**config.mk**
```make
export PLATFORM = sky130hd
export DESIGN_NAME = scr1_ialu_mdu
export DESIGN_NICKNAME = d
export VERILOG_FILES = /design/src/rtl/scr1_ialu_mdu.sv
export SDC_FILE = /design/constraint.sdc
export NUM_CORES = 1
export LEC_CHECK = 0
export ABC_CLOCK_PERIOD_IN_PS = 5200
export CAP_MARGIN = 20
export CORE_ASPECT_RATIO = 1.4
export CORE_UTILIZATION = 50
export DETAILED_ROUTE_END_ITERATION = 6
export DONT_BUFFER_PORTS = 1
export PLACE_DENSITY = 0.8
export SLEW_MARGIN = 20
export SYNTH_ARGS = -nofsm -noshare
export SYNTH_HDL_FRONTEND = slang
export SYNTH_SLANG_ARGS = --single-unit
```
**constraint.sdc**
```tcl
create_clock -name clk -period 5.2 [get_ports clk]
set_input_delay 0 -clock clk [delete_from_list [all_inputs] [get_ports clk]]
set_output_delay 0 -clock clk [all_outputs]
set_load 0.005 [all_outputs]
```
**src/rtl/scr1_ialu_mdu.sv**
```systemverilog
// rtl/scr1_ialu_mdu.sv - iterative RV32M multiply/divide unit; optional single-cycle multiply via SCR1_MDU_FAST_MUL_EN
`ifndef SCR1_XLEN
`define SCR1_XLEN 32
`endif

package scr1_ialu_mdu_pkg;
  typedef enum logic [4:0] {
    SCR1_IALU_CMD_NONE    = 5'd0,
    SCR1_IALU_CMD_AND     = 5'd1,
    SCR1_IALU_CMD_OR      = 5'd2,
    SCR1_IALU_CMD_XOR     = 5'd3,
    SCR1_IALU_CMD_ADD     = 5'd4,
    SCR1_IALU_CMD_SUB     = 5'd5,
    SCR1_IALU_CMD_SUB_LT  = 5'd6,
    SCR1_IALU_CMD_SUB_LTU = 5'd7,
    SCR1_IALU_CMD_SUB_EQ  = 5'd8,
    SCR1_IALU_CMD_SUB_NE  = 5'd9,
    SCR1_IALU_CMD_SUB_GE  = 5'd10,
    SCR1_IALU_CMD_SUB_GEU = 5'd11,
    SCR1_IALU_CMD_SLL     = 5'd12,
    SCR1_IALU_CMD_SRL     = 5'd13,
    SCR1_IALU_CMD_SRA     = 5'd14,
    SCR1_IALU_CMD_MUL     = 5'd15,
    SCR1_IALU_CMD_MULHU   = 5'd16,
    SCR1_IALU_CMD_MULHSU  = 5'd17,
    SCR1_IALU_CMD_MULH    = 5'd18,
    SCR1_IALU_CMD_DIV     = 5'd19,
    SCR1_IALU_CMD_DIVU    = 5'd20,
    SCR1_IALU_CMD_REM     = 5'd21,
    SCR1_IALU_CMD_REMU    = 5'd22
  } type_scr1_ialu_cmd_sel_e;
endpackage

module scr1_ialu_mdu
  import scr1_ialu_mdu_pkg::*;
(
  input  logic                     clk,
  input  logic                     rst,
  input  logic                     exu2ialu_rvm_cmd_vd_i,
  input  type_scr1_ialu_cmd_sel_e  exu2ialu_cmd_i,
  input  logic [`SCR1_XLEN-1:0]    exu2ialu_main_op1_i,
  input  logic [`SCR1_XLEN-1:0]    exu2ialu_main_op2_i,
  output logic                     ialu2exu_rvm_res_rdy_o,
  output logic [`SCR1_XLEN-1:0]    ialu2exu_rvm_res_o,
  output logic                     ialu2exu_rvm_busy_o
);

  localparam int XLEN = `SCR1_XLEN;

  typedef enum logic [1:0] {ST_IDLE, ST_ITER, ST_DONE} state_e;

  state_e                  r_state, w_state_nxt;
  logic [4:0]              r_cnt;
  type_scr1_ialu_cmd_sel_e r_cmd;
  logic [XLEN-1:0]         r_opb;      // multiplicand or divisor magnitude
  logic [2*XLEN-1:0]       r_acc;      // mul: {partial sum, multiplier}; div: {remainder, dividend/quotient}
  logic                    r_neg;      // product/quotient must be negated
  logic                    r_rem_neg;  // remainder takes dividend sign
  logic [XLEN-1:0]         r_res;

  logic            w_in_mul, w_in_div, w_in_s1, w_in_s2, w_in_quo, w_in_sdiv;
  logic            w_op1_neg, w_op2_neg;
  logic [XLEN-1:0] w_op1_mag, w_op2_mag;
  logic            w_div_zero, w_div_ovf, w_early, w_fast, w_start;
  logic [XLEN-1:0] w_early_res, w_fast_res;

  logic [XLEN:0]     w_mul_sum;
  logic [XLEN:0]     w_shl;
  logic              w_ge;
  logic [XLEN-1:0]   w_sub;
  logic [2*XLEN-1:0] w_acc_nxt, w_prod;
  logic [XLEN-1:0]   w_quo, w_rem, w_fin_res;

  // Classify the incoming opcode: operation kind and operand signedness
  always_comb begin
    w_in_mul  = 1'b0;
    w_in_div  = 1'b0;
    w_in_s1   = 1'b0;
    w_in_s2   = 1'b0;
    w_in_quo  = 1'b0;
    w_in_sdiv = 1'b0;
    case (exu2ialu_cmd_i)
      SCR1_IALU_CMD_MUL:    w_in_mul = 1'b1;
      SCR1_IALU_CMD_MULHU:  w_in_mul = 1'b1;
      SCR1_IALU_CMD_MULHSU: begin w_in_mul = 1'b1; w_in_s1 = 1'b1; end
      SCR1_IALU_CMD_MULH:   begin w_in_mul = 1'b1; w_in_s1 = 1'b1; w_in_s2 = 1'b1; end
      SCR1_IALU_CMD_DIV:    begin w_in_div = 1'b1; w_in_s1 = 1'b1; w_in_s2 = 1'b1; w_in_quo = 1'b1; w_in_sdiv = 1'b1; end
      SCR1_IALU_CMD_DIVU:   begin w_in_div = 1'b1; w_in_quo = 1'b1; end
      SCR1_IALU_CMD_REM:    begin w_in_div = 1'b1; w_in_s1 = 1'b1; w_in_s2 = 1'b1; w_in_sdiv = 1'b1; end
      SCR1_IALU_CMD_REMU:   w_in_div = 1'b1;
      default: ;
    endcase
  end

  assign w_op1_neg  = w_in_s1 & exu2ialu_main_op1_i[XLEN-1];
  assign w_op2_neg  = w_in_s2 & exu2ialu_main_op2_i[XLEN-1];
  assign w_op1_mag  = w_op1_neg ? -exu2ialu_main_op1_i : exu2ialu_main_op1_i;
  assign w_op2_mag  = w_op2_neg ? -exu2ialu_main_op2_i : exu2ialu_main_op2_i;

  assign w_div_zero = w_in_div & (exu2ialu_main_op2_i == '0);
  assign w_div_ovf  = w_in_sdiv & (exu2ialu_main_op1_i == {1'b1, {(XLEN-1){1'b0}}})
                                & (exu2ialu_main_op2_i == '1);
  assign w_early    = w_div_zero | w_div_ovf;
  assign w_early_res = w_div_zero ? (w_in_quo ? '1 : exu2ialu_main_op1_i)
                                  : (w_in_quo ? {1'b1, {(XLEN-1){1'b0}}} : '0);

`ifdef SCR1_MDU_FAST_MUL_EN
  logic [2*XLEN-1:0] w_fast_a, w_fast_b, w_fast_prod;
  // Sign-extended 33-bit operands; only the low 64 product bits are needed
  assign w_fast_a    = {{XLEN{w_op1_neg}}, exu2ialu_main_op1_i};
  assign w_fast_b    = {{XLEN{w_op2_neg}}, exu2ialu_main_op2_i};
  assign w_fast_prod = w_fast_a * w_fast_b;
  assign w_fast_res  = (exu2ialu_cmd_i == SCR1_IALU_CMD_MUL) ? w_fast_prod[XLEN-1:0]
                                                             : w_fast_prod[2*XLEN-1:XLEN];
  assign w_fast      = w_in_mul;
`else
  assign w_fast_res  = '0;
  assign w_fast      = 1'b0;
`endif

  assign w_start = (r_state == ST_IDLE) & exu2ialu_rvm_cmd_vd_i & (w_in_mul | w_in_div);

  // One iteration step: shift-add multiply or restoring divide
  always_comb begin
    w_mul_sum = {1'b0, r_acc[2*XLEN-1:XLEN]} + (r_acc[0] ? {1'b0, r_opb} : '0);
    w_shl     = {r_acc[2*XLEN-1:XLEN], r_acc[XLEN-1]};
    w_ge      = (w_shl >= {1'b0, r_opb});
    w_sub     = w_shl[XLEN-1:0] - r_opb;
    if ((r_cmd == SCR1_IALU_CMD_MUL)    || (r_cmd == SCR1_IALU_CMD_MULH) ||
        (r_cmd == SCR1_IALU_CMD_MULHSU) || (r_cmd == SCR1_IALU_CMD_MULHU)) begin
      w_acc_nxt = {w_mul_sum, r_acc[XLEN-1:1]};
    end else begin
      w_acc_nxt = {(w_ge ? w_sub : w_shl[XLEN-1:0]), r_acc[XLEN-2:0], w_ge};
    end
  end

  // Sign fix-up and result selection from the final accumulator value
  always_comb begin
    w_prod = r_neg ? -w_acc_nxt : w_acc_nxt;
    w_quo  = r_neg ? -w_acc_nxt[XLEN-1:0] : w_acc_nxt[XLEN-1:0];
    w_rem  = r_rem_neg ? -w_acc_nxt[2*XLEN-1:XLEN] : w_acc_nxt[2*XLEN-1:XLEN];
    case (r_cmd)
      SCR1_IALU_CMD_MUL:    w_fin_res = w_prod[XLEN-1:0];
      SCR1_IALU_CMD_MULH,
      SCR1_IALU_CMD_MULHSU,
      SCR1_IALU_CMD_MULHU:  w_fin_res = w_prod[2*XLEN-1:XLEN];
      SCR1_IALU_CMD_DIV,
      SCR1_IALU_CMD_DIVU:   w_fin_res = w_quo;
      default:              w_fin_res = w_rem;
    endcase
  end

  // Next-state logic; a dropped valid during ITER aborts the operation
  always_comb begin
    w_state_nxt = r_state;
    case (r_state)
      ST_IDLE: if (w_start) w_state_nxt = (w_early | w_fast) ? ST_DONE : ST_ITER;
      ST_ITER: begin
        if (!exu2ialu_rvm_cmd_vd_i)  w_state_nxt = ST_IDLE;
        else if (r_cnt == 5'd31)     w_state_nxt = ST_DONE;
      end
      ST_DONE: w_state_nxt = ST_IDLE;
      default: w_state_nxt = ST_IDLE;
    endcase
  end

  // State register and iteration counter
  always_ff @(posedge clk or posedge rst) begin
    if (rst) begin
      r_state <= ST_IDLE;
      r_cnt   <= '0;
    end else begin
      r_state <= w_state_nxt;
      r_cnt   <= ((r_state == ST_ITER) && (w_state_nxt == ST_ITER)) ? r_cnt + 5'd1 : '0;
    end
  end

  // Datapath: latch operands on accept, step each ITER cycle, capture result
  always_ff @(posedge clk or posedge rst) begin
    if (rst) begin
      r_cmd     <= SCR1_IALU_CMD_NONE;
      r_opb     <= '0;
      r_acc     <= '0;
      r_neg     <= 1'b0;
      r_rem_neg <= 1'b0;
      r_res     <= '0;
    end else if (w_start) begin
      r_cmd     <= exu2ialu_cmd_i;
      r_neg     <= w_op1_neg ^ w_op2_neg;
      r_rem_neg <= w_op1_neg;
      r_opb     <= w_in_mul ? w_op1_mag : w_op2_mag;
      r_acc     <= {{XLEN{1'b0}}, (w_in_mul ? w_op2_mag : w_op1_mag)};
      if (w_early)     r_res <= w_early_res;
      else if (w_fast) r_res <= w_fast_res;
    end else if ((r_state == ST_ITER) && exu2ialu_rvm_cmd_vd_i) begin
      r_acc <= w_acc_nxt;
      if (r_cnt == 5'd31) r_res <= w_fin_res;
    end
  end

  assign ialu2exu_rvm_res_rdy_o = (r_state == ST_DONE);
  assign ialu2exu_rvm_res_o     = (r_state == ST_DONE) ? r_res : '0;
  assign ialu2exu_rvm_busy_o    = (r_state == ST_ITER);

endmodule

```
==> results.toml, run 1 <==
[logic_synthesis]
yosys.area.top_type = "dfrtp_1"
syn_area_um2 = 16370
synthFlopType = "dfrtp_1"
synth_cells = 2235
synth_area_per_cell_um2 = 7.326
synthArstFlopShare_pct = 100.0
synth.most_common_cell = "nand2_1"
yosys.cell_types.count = 102
ys_top_cells_by_area = "dfrtp_1 22%, o21ai_0 6.9%, nand2_1 6.4%, ha_1 5.4%, xnor2_1 5.4%"
syn-num-nets = 2380
synthDominantCellAreaShare_pct = 21.70
yosys_warnings = 0
synth_common_cells = "277 x nand2_1, 225 x o21ai_0, 173 x a21oi_1, 171 x nor2_1, 142 x dfrtp_1"
ys_seq_area_share_pct = 21.70
synth_edf_count = 0
ys_seq_elements = 142

[global_route]
grt_start_max_net_pins = 90
grt_antenna_before_repair = 5
grt_overflow = 0
grt_usage_pct = 43.62
grt_pass1_wl_mm = 109.7
grt_pass1_vias = 18537

[timing]
hold_viol = 0
fin_crit_sh_pct = 98.03
slew_violations = 0
tightestPinTransition_ns = 1.161
finClkSkew_ns = 0.009810
setup_tns_ns = 0
maxSlewHeadroom_pct = 21.86
fmax_ghz = 0.1962
rsz0062_at_grt = "true"
holdWs_ns = 0.004310
min_period_ns = 5.098
setup_violations = 0

[placed_design]
dp_hpwl_mm = 54.66
place_area_um2 = 17810
gp_congestion = 1.029
port_buffers = 0

[clock_tree]
cts-root-buf = "clkbuf_16"
cts_buffers = 17
clock_latency_ns = 0.47
cts_max_path_buffers = 2
htree_levels = 4
clk_pin_slew_worst_paths_ns = 0.07
cts_tree = "built"
clock_sinks = 142

[drt]
routedWlPerCell_um = 25.66
drcViolationCount = 0
num_vias = 19007
drt_iter0_drc = 2142
first_pass_iters = 6
routed_wl_mm = 72.65
antenna_left = 0
viasPerCell = 6.714

[pwr]
total_power_mw = 13.43
power_density_nw_per_um2 = 692.1
leakage_nw = 8.121
ir_drop_mv = 0.3269

[floorplanning]
core_area_um2 = 32300
initial_utilization_pct = 50.69
die_h_um = 216.1
pin_count = 106
dieArea_um2 = 33480
num_rows = 78
die_x_um = 154.9

[finish]
nets = 2520
drive_gt1_share_pct = 13.95
final_area_um2 = 19400
multiInputGateArea_um2 = 12260
final_core_util_pct = 60.07
fillCellCount = 2950
area.sequential_um2 = 3555
syn_to_final_growth_pct = 18.51

[setup_path]
start_kind = "flop"
critPathKind = "flop to flop"
crit_required_ns = 5.54
cp-end-kind = "flop"
arrival_ns = 5.44
cp_max_fo = 6

[flow_run]
maxCapViolations = 0

[worst_hold_path]
hold_path_class = "input pin to flop"

[status]
status = "completed"
## flip-flops by register name, summed over array words and instances, names as in the netlist
signal,cells
r_cnt,5
r_rem_neg,1
r_state,2
r_opb,32
r_res,32
r_acc,64
r_cmd,5
r_neg,1
## worst max-delay path: stages (launching register included)
cell	delay, ns
dfrtp_1	0.38
inv_1	0.06
ha_1	0.30
nand4_1	0.26
nor2_2	0.21
buf_4	0.14
and3_4	0.22
o31a_1	0.25
buf_4	0.18
nor2_4	0.05
a311oi_2	0.26
ha_2	0.24
inv_1	0.06
or4_4	0.48
o211ai_1	0.22
nand2_2	0.12
or3_4	0.38
or2_4	0.30
o31ai_4	0.27
xnor2_2	0.11
a221oi_2	0.33
o21ai_1	0.14
## metal layers
layer / vias up / routed length (um) / GRT usage [%]
li1: 8490 / - / -
met4: 4 / 7336 / 37.82
met3: 385 / 6690 / 9.818
met2: 1226 / 33640 / 72.10
met1: 8902 / 24960 / 46.95
met5: - / 23 / 0
## where the power goes
group,total [mW],switching (mW),internal [mW]
Sequential,1.76,0.348,1.41
Combinational,10.3,6.21,4.08
Clock,1.38,0.552,0.829
## cell type report
cell class,count,area share [%]
Antenna cell,4,0.05159
Clock buffer,19,2.334
Clock inverter,12,0.9543
Inverter,66,1.303
Multi-Input combinational cell,1887,63.18
Sequential cell,142,18.32
Tap cell,440,2.837
Timing Repair Buffer,261,11.02
## path summary, 6_finish.rpt
| path | depth (start not counted) | slack (ns) | to | from |
|---|---|---|---|---|
| worst max register to register | 21 | 0.10 | r_res[24] | r_opb[27] |
| max in group asynchronous | 3 | 3.71 | r_acc[28] | rst |
| worst min-delay path | 3 | 0.004 | r_acc[24] | exu2ialu_main_op2_i[24] |
| worst min register to register | 1 | 0.47 | r_cnt[0] | r_cnt[0] |
| min in group asynchronous | 2 | 0.18 | r_cmd[0] | rst |
| worst max-delay path | 21 | 0.10 | r_res[24] | r_opb[27] |
## logic make-up after synthesis
family,after synthesis,synth area share (%)
multiplexers,50,3.110
XOR/XNOR,180,9.629
flip-flops,142,21.70
AO/OA/AOI/OAI,749,29.80
adder cells (fa/ha/maj),73,5.670
buffers and inverters,206,5.265
AND/OR/NAND/NOR,835,24.83
## layout by cell type, fill, tap and decap left out, drive strengths merged, types with 25 or more instances in the layout
cell type / instances
nand2: 279
o21ai: 230
buf: 201
a21oi: 174
nor2: 172
dfrtp: 142
xnor2: 101
xor2: 79
and2: 77
nand3: 71
ha: 71
inv: 67
nor3: 66
dlygate4sd3: 60
o211ai: 52
mux2i: 46
o31ai: 41
o221ai: 35
nand4: 28
a21o: 25
## timing repair
item                       4_1_cts  5_1_grt
setup buffers                    0       13
hold endpoints to repair       164        0
pin swaps                        1       20
setup endpoints to repair        2       21
gates resized for setup          3       48
cloned                           0        0
hold buffers                    60        0
## per-stage QoR
step | instances | setup slack [ns]
CTS | 2814 | 0.01936
global placement | 2723 | 0.1116
detailed placement | 2723 | -0.002992
finish | 2831 | 0.1022
global route | 2829 | -0.06170
floorplan | 2235 | 0.01345
(Power assumes the default switching activity.)
==> run 2, diff against run 1 <==
CTS_BUF_LIST = sky130_fd_sc_hd__clkbuf_4 sky130_fd_sc_hd__clkbuf_8   (was unset)
==> run 2 against run 1 <==
  * Sequential power about the same
  * Final cell count increased by 0.25%
  * Worst hold slack better by 0.022 ns
  * Count of clock-buffer cells in the layout unchanged
  * Largest power group unchanged
  * Maximum frequency rose by 1.3%
  * Flip-flop and latch count stayed put
  * Routed wire length decreased by 1.2%
  * Highest routed layer is now met4
  * Combinational power hardly changed
==> results.toml, run 2 (synthesis gave the netlist of run 1 again) <==
[finish]
fin_cells = 2838
largest_reg_flops = 64
final_common_cell = "nand2_1"
syn_to_final_growth_pct = 17.11
final_area_um2 = 19170
nets = 2524
regMostFlops = "r_acc"
reg.largest.list = "r_acc x64, r_opb x32, r_res x32"
drive_gt1_share_pct = 13.01
layout_common_cells = "275 x nand2_1, 219 x o21ai_0, 188 x buf_4"

[setup_path]
cp_max_fo = 9
critPathLaunch = "r_opb[4]"
rr_worst_depth = 20
endpoint = "r_res[24]"
start_kind = "flop"
timing.rr.end = "r_res[24]"
r2r_setup_slack_ns = 0.17
arrival_ns = 5.43
r2r_start = "r_opb[4]"
critPathKind = "flop to flop"
crit_required_ns = 5.60
cp-end-kind = "flop"

[placed_design]
dpl.cell_count = 2723
dp_hpwl_mm = 54.66
gp_congestion = 1.029
port_buffers = 0
dp_slack_ns = -0.002992
place_area_um2 = 17810

[timing]
maxSlewHeadroom_pct = 29.64
fin_crit_sh_pct = 96.74
tightestPinTransition_ns = 1.051
setup_violations = 0
slew_violations = 0
holdWs_ns = 0.02611
finClkSkew_ns = 0.01350
rsz0062_at_grt = "true"
setup_slack_ns = 0.1697
hold_viol = 0
min_period_ns = 5.030
fmax_ghz = 0.1988

[floorplanning]
pin_count = 106
die_x_um = 154.9
die_h_um = 216.1
num_rows = 78
dieArea_um2 = 33480
initial_utilization_pct = 50.69
core_area_um2 = 32300

[clock_tree]
cts_buffers = 17
cts_max_path_buffers = 2
clock_latency_ns = 0.52
htree_levels = 4
clk_pin_slew_worst_paths_ns = 0.09
cts_tree = "built"
clock_sinks = 142
cts-root-buf = "clkbuf_8"

[pwr]
internal-power_mw = 5.953
total_power_mw = 12.89
p_sw_mw = 6.935
power_density_nw_per_um2 = 672.1
p_sw_share_pct = 53.81
leakage_nw = 8.035
pwr-share-seq_pct = 13.6
ir_drop_mv = 0.2523
clkPwrFrac_pct = 8.2
combPwrFrac_pct = 78.2

[drt]
routedWlPerCell_um = 25.29
num_vias = 18979
routed_wl_mm = 71.77
drcViolationCount = 0
viasPerCell = 6.687
drt_iter0_drc = 1988
first_pass_iters = 6
antenna_left = 0

[flow_run]
maxCapViolations = 0

[worst_hold_path]
min_from = "exu2ialu_main_op1_i[18]"
hold_path_depth = 4
hold_path_class = "input pin to flop"

[global_route]
grt_start_max_net_pins = 90
grt_usage_pct = 43.21
grt_antenna_before_repair = 5
grt_overflow = 0
grt_pass1_vias = 18629
grt_pass1_wl_mm = 108.7

[status]
status = "completed"
run 2: power by group through the flow:
| stage | sequential [mW] | clock (mW) | combinational, mW |
|---|---|---|---|
| 3_5_place_dp | 1.75 | 0 | 9.42 |
| 6_report | 1.75 | 1.05 | 10.1 |
| 4_1_cts | 1.73 | 1.06 | 9.59 |
| 3_3_place_gp | 1.73 | 0 | 9.36 |
| 2_1_floorplan | 1.68 | 0 | 5.98 |
| 5_1_grt | 1.78 | 1.10 | 10.7 |
run 2: how the worst min path moves through the flow:
stage	endpoint	slack, ns
detailed placement	r_res[5]	0.09
global placement	r_res[5]	0.08
CTS	r_acc[18]	0.007
finish	r_acc[18]	0.03
floorplan	r_cmd[0]	0.11
global route	r_acc[0]	0.05
run 2: what timing repair did:
item | CTS | global route
resized for setup | 5 | 30
endpoints found under the hold margin | 196 | 0
pin swaps | 0 | 11
setup buffers | 0 | 3
cloned | 0 | 0
hold buffers | 74 | 0
setup endpoints to repair | 2 | 15
run 2: per-layer routing:
layer	track usage (%)	share of wire, %	vias up
met3	8.758	8.0	371
met5	0	0	-
li1	-	-	8507
met4	40.66	10	0
met2	70.72	47	1177
met1	46.49	35	8924
run 2: layout make-up:
type,count,area (um2)
Fill cell,2985,13130
Inverter,66,252.7
Clock buffer,19,261.5
Multi-Input combinational cell,1887,12150
Antenna cell,7,17.52
Clock inverter,12,185.2
Tap cell,440,550.5
Sequential cell,142,3553
Timing Repair Buffer,265,2203
run 2: critical path, stage by stage (launching register included):
cell,delay [ns]
dfrtp_1,0.37
inv_1,0.08
ha_1,0.49
nand4_1,0.25
nor2_2,0.28
nand4_1,0.16
nand3_2,0.16
buf_6,0.17
o21ai_1,0.11
a31oi_1,0.26
ha_2,0.24
inv_1,0.05
or4_1,0.49
o211ai_1,0.22
nand2_2,0.12
or3_4,0.38
or2_4,0.29
o31ai_2,0.21
xnor2_1,0.13
a221oi_2,0.35
o21ai_1,0.11
run 2: through the flow:
step                      setup TNS [ns]  utilization [%]
final                                  0            59.36
after global routing             -0.1208            59.33
after CTS                              0            58.88
after detailed placement       -0.002992            55.13
after global placement                 0            55.13
after floorplan                        0                -
